--- src/rtl/strobe_sequencer_if.sv ---
// Config handshake between the register block and strobe_sequencer.
// The register block drives the offer; the sequencer answers with cfg_ready.
interface strobe_sequencer_if #(
    parameter int WIDTH   = 16,
    parameter int BURST_W = 8
);
    logic               cfg_valid;
    logic               cfg_ready;
    logic [WIDTH-1:0]   cfg_period;
    logic [BURST_W-1:0] cfg_count;

    modport master (
        output cfg_valid,
        output cfg_period,
        output cfg_count,
        input  cfg_ready
    );

    modport slave (
        input  cfg_valid,
        input  cfg_period,
        input  cfg_count,
        output cfg_ready
    );
endinterface

--- src/rtl/strobe_sequencer.sv ---
// Sequences one counter_with_strobe: latches period/burst config, arms the counter,
// paces its enable against ready, counts strobes and signals burst completion.
module strobe_sequencer #(
    parameter int WIDTH   = 16,
    parameter int BURST_W = 8
) (
    input  logic               clk,
    input  logic               rst,
    strobe_sequencer_if.slave  cfg,
    input  logic               start,
    input  logic               abort,
    output logic               busy,
    output logic               done,
    output logic               tick_out,
    output logic [BURST_W-1:0] remaining,
    output logic               cnt_rst,
    output logic               cnt_enable,
    output logic [WIDTH-1:0]   cnt_reset_value,
    input  logic               cnt_ready,
    input  logic               cnt_strobe
);

    typedef enum logic [1:0] {IDLE, ARM, RUN, DONE} state_t;

    state_t             state;
    logic [WIDTH-1:0]   period_act;
    logic [BURST_W-1:0] count_act;
    logic               cont_act;
    logic               run_cont;
    logic               sh_full;
    logic [WIDTH-1:0]   sh_period;
    logic [BURST_W-1:0] sh_count;
    logic               sh_cont;
    logic               abort_rst;

    logic               in_run;
    logic               accept_idle;
    logic               accept_shadow;
    logic               abort_hit;
    logic               commit;
    logic [WIDTH-1:0]   period_clamped;

    // A period below 2 would leave the counter without a ready window.
    function automatic logic [WIDTH-1:0] clamp_period(input logic [WIDTH-1:0] p);
        return (p < WIDTH'(2)) ? WIDTH'(2) : p;
    endfunction

    assign in_run         = (state == RUN);
    assign busy           = (state == ARM) || in_run;
    assign done           = (state == DONE);
    assign cfg.cfg_ready  = (state == IDLE) || (busy && !sh_full);
    assign accept_idle    = (state == IDLE) && cfg.cfg_valid;
    assign accept_shadow  = busy && cfg.cfg_valid && !sh_full;
    assign abort_hit      = busy && abort;
    assign period_clamped = clamp_period(cfg.cfg_period);

    // Enable follows ready in RUN; ready drops after an enable, so a strobe cycle
    // always has enable low and is the safe moment to swap reset_value.
    assign cnt_enable = in_run && cnt_ready && !abort;
    assign cnt_rst    = rst || (state == ARM) || abort_rst;
    assign commit     = sh_full && ((in_run && cnt_strobe) || abort_hit || done);

    always_ff @(posedge clk) begin
        if (rst) begin
            state           <= IDLE;
            period_act      <= WIDTH'(2);
            count_act       <= '0;
            cont_act        <= 1'b1;
            run_cont        <= 1'b0;
            sh_full         <= 1'b0;
            abort_rst       <= 1'b0;
            remaining       <= '0;
            tick_out        <= 1'b0;
            cnt_reset_value <= WIDTH'(2);
        end else begin
            tick_out  <= cnt_strobe && busy;
            abort_rst <= abort_hit;

            if (accept_idle) begin
                period_act      <= period_clamped;
                count_act       <= cfg.cfg_count;
                cont_act        <= (cfg.cfg_count == '0);
                cnt_reset_value <= period_clamped;
            end

            if (accept_shadow) begin
                sh_full   <= 1'b1;
                sh_period <= period_clamped;
                sh_count  <= cfg.cfg_count;
                sh_cont   <= (cfg.cfg_count == '0);
            end

            // Shadow count/mode land in the active set but only matter at the next ARM.
            if (commit) begin
                sh_full         <= 1'b0;
                period_act      <= sh_period;
                count_act       <= sh_count;
                cont_act        <= sh_cont;
                cnt_reset_value <= sh_period;
            end

            case (state)
                IDLE: begin
                    if (start) state <= ARM;
                end
                ARM: begin
                    if (abort) begin
                        state <= IDLE;
                    end else begin
                        remaining <= count_act;
                        run_cont  <= cont_act;
                        state     <= RUN;
                    end
                end
                RUN: begin
                    if (abort) begin
                        state <= IDLE;
                    end else if (cnt_strobe && !run_cont) begin
                        remaining <= remaining - BURST_W'(1);
                        if (remaining == BURST_W'(1)) state <= DONE;
                    end
                end
                DONE: begin
                    state <= IDLE;
                end
                default: state <= IDLE;
            endcase
        end
    end

endmodule

--- src/flat_wrapper.sv ---
// flat-port wrapper written by rule: the top's interface ports become plain ports
module strobe_sequencer_flat 
#(
    parameter int WIDTH   = 16,
    parameter int BURST_W = 8
)
  (clk, rst, start, abort, busy, done, tick_out, remaining, cnt_rst, cnt_enable, cnt_reset_value, cnt_ready, cnt_strobe, cfg_cfg_valid, cfg_cfg_period, cfg_cfg_count, cfg_cfg_ready);
  strobe_sequencer_if #(.WIDTH(WIDTH), .BURST_W(BURST_W)) cfg_i ();
  input  logic clk;
  input  logic rst;
  input  logic start;
  input  logic abort;
  output logic busy;
  output logic done;
  output logic tick_out;
  output logic [BURST_W-1:0] remaining;
  output logic cnt_rst;
  output logic cnt_enable;
  output logic [WIDTH-1:0] cnt_reset_value;
  input  logic cnt_ready;
  input  logic cnt_strobe;
  input wire logic [$bits(cfg_i.cfg_valid)-1:0] cfg_cfg_valid;
  input wire logic [$bits(cfg_i.cfg_period)-1:0] cfg_cfg_period;
  input wire logic [$bits(cfg_i.cfg_count)-1:0] cfg_cfg_count;
  output wire logic [$bits(cfg_i.cfg_ready)-1:0] cfg_cfg_ready;
  assign cfg_i.cfg_valid = cfg_cfg_valid;
  assign cfg_i.cfg_period = cfg_cfg_period;
  assign cfg_i.cfg_count = cfg_cfg_count;
  assign cfg_cfg_ready = cfg_i.cfg_ready;
  strobe_sequencer #(.WIDTH(WIDTH), .BURST_W(BURST_W)) u_core (.clk(clk), .rst(rst), .cfg(cfg_i), .start(start), .abort(abort), .busy(busy), .done(done), .tick_out(tick_out), .remaining(remaining), .cnt_rst(cnt_rst), .cnt_enable(cnt_enable), .cnt_reset_value(cnt_reset_value), .cnt_ready(cnt_ready), .cnt_strobe(cnt_strobe));
endmodule
--- config.mk ---
export PLATFORM = sky130hd
export DESIGN_NAME = strobe_sequencer_flat
export DESIGN_NICKNAME = d
export VERILOG_FILES = /design/src/rtl/strobe_sequencer_if.sv /design/src/rtl/strobe_sequencer.sv /design/src/flat_wrapper.sv
export SDC_FILE = /design/constraint.sdc
export NUM_CORES = 1
export LEC_CHECK = 0
export BUFFER_PORTS_ARGS = -buffer_cell sky130_fd_sc_hd__buf_4
export CAP_MARGIN = 20
export CORE_ASPECT_RATIO = 1.25
export CORE_MARGIN = 3
export CORE_UTILIZATION = 39
export CTS_CLUSTER_SIZE = 8
export DETAILED_ROUTE_END_ITERATION = 8
export PLACE_DENSITY = 0.69
export SLEW_MARGIN = 20
export SYNTH_ARGS = -nofsm -noshare
export SYNTH_HDL_FRONTEND = slang
export SYNTH_SLANG_ARGS = --single-unit
--- constraint.sdc ---
create_clock -name clk -period 7 [get_ports clk]
set_clock_uncertainty 0.15 [all_clocks]
set_input_delay 2.1 -clock clk [delete_from_list [all_inputs] [get_ports clk]]
set_output_delay 2.1 -clock clk [all_outputs]
set_load 0.01 [all_outputs]
==> flow_metrics.py <==
metrics = {
    "hold_path": {
        "min_path_type": "flip-flop to flip-flop",
    },
    "finish": {
        "drive_gt1_share_pct": 23.4,
        "nFillCells": 680,
        "num-nets-final": 374,
        "insertedDiodeCount": 0,
        "syn2layout_area_growth_pct": 21.6,
    },
    "cts": {
        "clock_sinks": 64,
        "htreeDepth": 3,
        "cts_tree": "done",
        "cts-buffers-inserted": 9,
        "insertion_delay_ps": 340,
        "postCtsSetupBuffers": 0,
        "post_cts_resized": 0,
        "ctsLongestPathBuffers": 2,
        "clk_pin_slew_worst_paths_ps": 70,
        "clock-root-buffer": "clkbuf_8",
        "ctsHoldBuffers": 0,
    },
    "critical_path": {
        "crit_path_start_kind": "primary input",
        "endpoint_kind": "primary output",
        "critPathMaxFanout": 39,
        "path_class": "primary input to primary output",
        "worst-endpoint-arrival_ps": 2870,
        "cp_data_required_time_ps": 4750,
        "r2r_setup_slack_ps": 4100,
    },
    "synthesis": {
        "avgSynthCellArea_um2": 9.53,
        "syn_area_um2": 2840,
        "synth-seq-cells": 64,
        "synth_flop_cell": "dfxtp_1",
        "syn-num-nets": 335,
        "synth_edf_count": 25,
        "synthTopCellsByArea": "dfxtp_1, edfxtp_1, a311oi_1",
        "yosysUniqueCellTypes": 45,
        "synth_top_cell_by_area": "dfxtp_1",
        "synth_warnings": 0,
        "postSynthCellCount": 298,
        "yosysMostFrequentCell": "dfxtp_1",
        "yosysSeqAreaShare_pct": 53.9,
        "synth_top_area_share_pct": 27.5,
        "async_reset_ff_share_pct": 0,
        "yosys-top-cells-count": "dfxtp_1, nand2_1, clkbuf_1, nor2_1, edfxtp_1",
    },
    "drt": {
        "drt_iter0_markers": 113,
        "wl_mm": 6.87,
        "vias": 2387,
        "via_per_inst": 5.53,
        "postRouteAntennaNets": 0,
        "wl_per_cell_um": 15.9,
        "firstDrtPassIters": 5,
        "drcViolationCount": 0,
    },
    "floorplan": {
        "pin_count": 61,
        "dieWidth_um": 82.3,
        "initial_utilization_pct": 40.4,
        "core_um2": 7020,
        "die_area_um2": 8350,
        "row_count": 34,
        "die_h_um": 101,
    },
    "placement": {
        "dp_hpwl_mm": 4.50,
        "place_congestion": 0.732,
        "dp_slack_ps": 1870,
        "portBuffers": 60,
    },
    "global_route": {
        "grt_usage_pct": 17.1,
        "antenna_found_initial": 0,
        "overflow": 0,
        "first_global_vias": 2250,
        "grt_max_degree": 40,
        "grt_pass1_wl_mm": 10.9,
    },
    "timing": {
        "max_slew_margin_pct": 37.9,
        "tightest_slew_ps": 929,
        "finalSetupViolations": 0,
        "finalCritPeriodShare_pct": 73.1,
        "rsz0062_at_grt": "false",
        "hold_viol": 0,
        "drv_slew": 0,
        "max_freq_mhz": 195,
        "tns_ps": 0,
        "fin_crit_ps": 5120,
        "worst_slack_ps": 1880,
    },
    "status": {
        "outcome": "finished clean",
    },
    "job": {
        "drv_cap": 0,
    },
    "power": {
        "power_density_nw_per_um2": 240,
        "irDropWorstVdd_mv": 0.152,
        "leakagePower_nw": 1.32,
    },
}
routing by layer:
| metal | routed length [um] | up-vias | track usage [%] |
|---|---|---|---|
| met5 | 0 | - | 0 |
| met1 | 3030 | 1139 | 22.1 |
| met4 | 175 | 0 | 9.21 |
| li1 | - | 1153 | - |
| met2 | 3250 | 80 | 26.7 |
| met3 | 408 | 15 | 3.56 |
power breakdown:
part	internal (mW)	switching (mW)
Combinational	0.0563	0.0716
Sequential	0.411	0.0137
Clock	0.135	0.141
layout by cell type, fill, tap and decap left out, types with 2 or more instances in the layout:
cell type	n
a311oi_1	23
o21ai_0	7
clkbuf_8	10
inv_1	8
clkbuf_1	2
nor2b_1	6
nand2b_1	2
nor4_1	5
or3_1	2
nor3_1	5
a21oi_1	13
nand2_1	33
edfxtp_1	25
or4_1	2
nor2_1	28
dfxtp_1	39
clkinv_1	2
nand3b_1	2
nand4_1	2
and3_1	4
ha_1	6
and2_1	2
buf_4	62
a31oi_1	2
a21o_1	3
nand3_1	24
through the flow:
| stage | hold WS, ps | cells | cell area, um^2 | total power, mW | util (%) |
|---|---|---|---|---|---|
| 2_1_floorplan | 304 | 298 | 2840 | 0.505 | - |
| 3_3_place_gp | 320 | 416 | 3280 | 0.559 | 46.8 |
| 3_5_place_dp | 320 | 416 | 3290 | 0.561 | 46.8 |
| 4_1_cts | 336 | 432 | 3450 | 0.834 | 49.2 |
| 5_1_grt | 360 | 432 | 3450 | 0.862 | 49.2 |
| 6_report | 334 | 432 | 3450 | 0.829 | 49.2 |
worst paths after layout:
check,from,end,cells past startpoint
hold reg to reg,u_core.count_act[1]$_SDFFE_PP0P_,u_core.count_act[1]$_SDFFE_PP0P_,2
setup reg to reg,u_core.state[0]$_SDFFE_PP0P_,u_core.cnt_reset_value[2]$_SDFFE_PP0P_,7
setup / recovery,rst,cnt_rst,3
hold / removal,u_core.count_act[1]$_SDFFE_PP0P_,u_core.count_act[1]$_SDFFE_PP0P_,2
worst max-delay path, cell delays in order:
cell and delay (ps):
buf_4 240, or3_1 380, buf_4 150
layout make-up:
type | instances | area (um^2) | area share [%]
tap | 90 | 113 | 3.26
clock inverter | 4 | 20.0 | 0.580
timing repair buffer | 62 | 465 | 13.5
clock buffer | 12 | 145 | 4.21
inverter | 8 | 30.0 | 0.870
sequential | 64 | 1530 | 44.4
multi-input combinational | 192 | 1150 | 33.2
registers in the layout (all words and copies together), names as in the netlist:
name                    cells
u_core.cnt_reset_value     16
u_core.run_cont             1
u_core.sh_cont              1
u_core.sh_period           16
u_core.cont_act             1
u_core.tick_out             1
u_core.abort_rst            1
u_core.sh_full              1
u_core.state                2
u_core.sh_count             8
u_core.remaining            8
u_core.count_act            8
logic make-up after synthesis:
logic type,after synthesis,synth area share (%)
AOI/OAI and AO/OA,62,16.2
adders and majority gates,6,2.64
buffers and inverters,42,5.73
DFF,64,53.9
muxes,2,0.749
and+or+nand+nor,122,20.8
(Power assumes the default switching activity.)
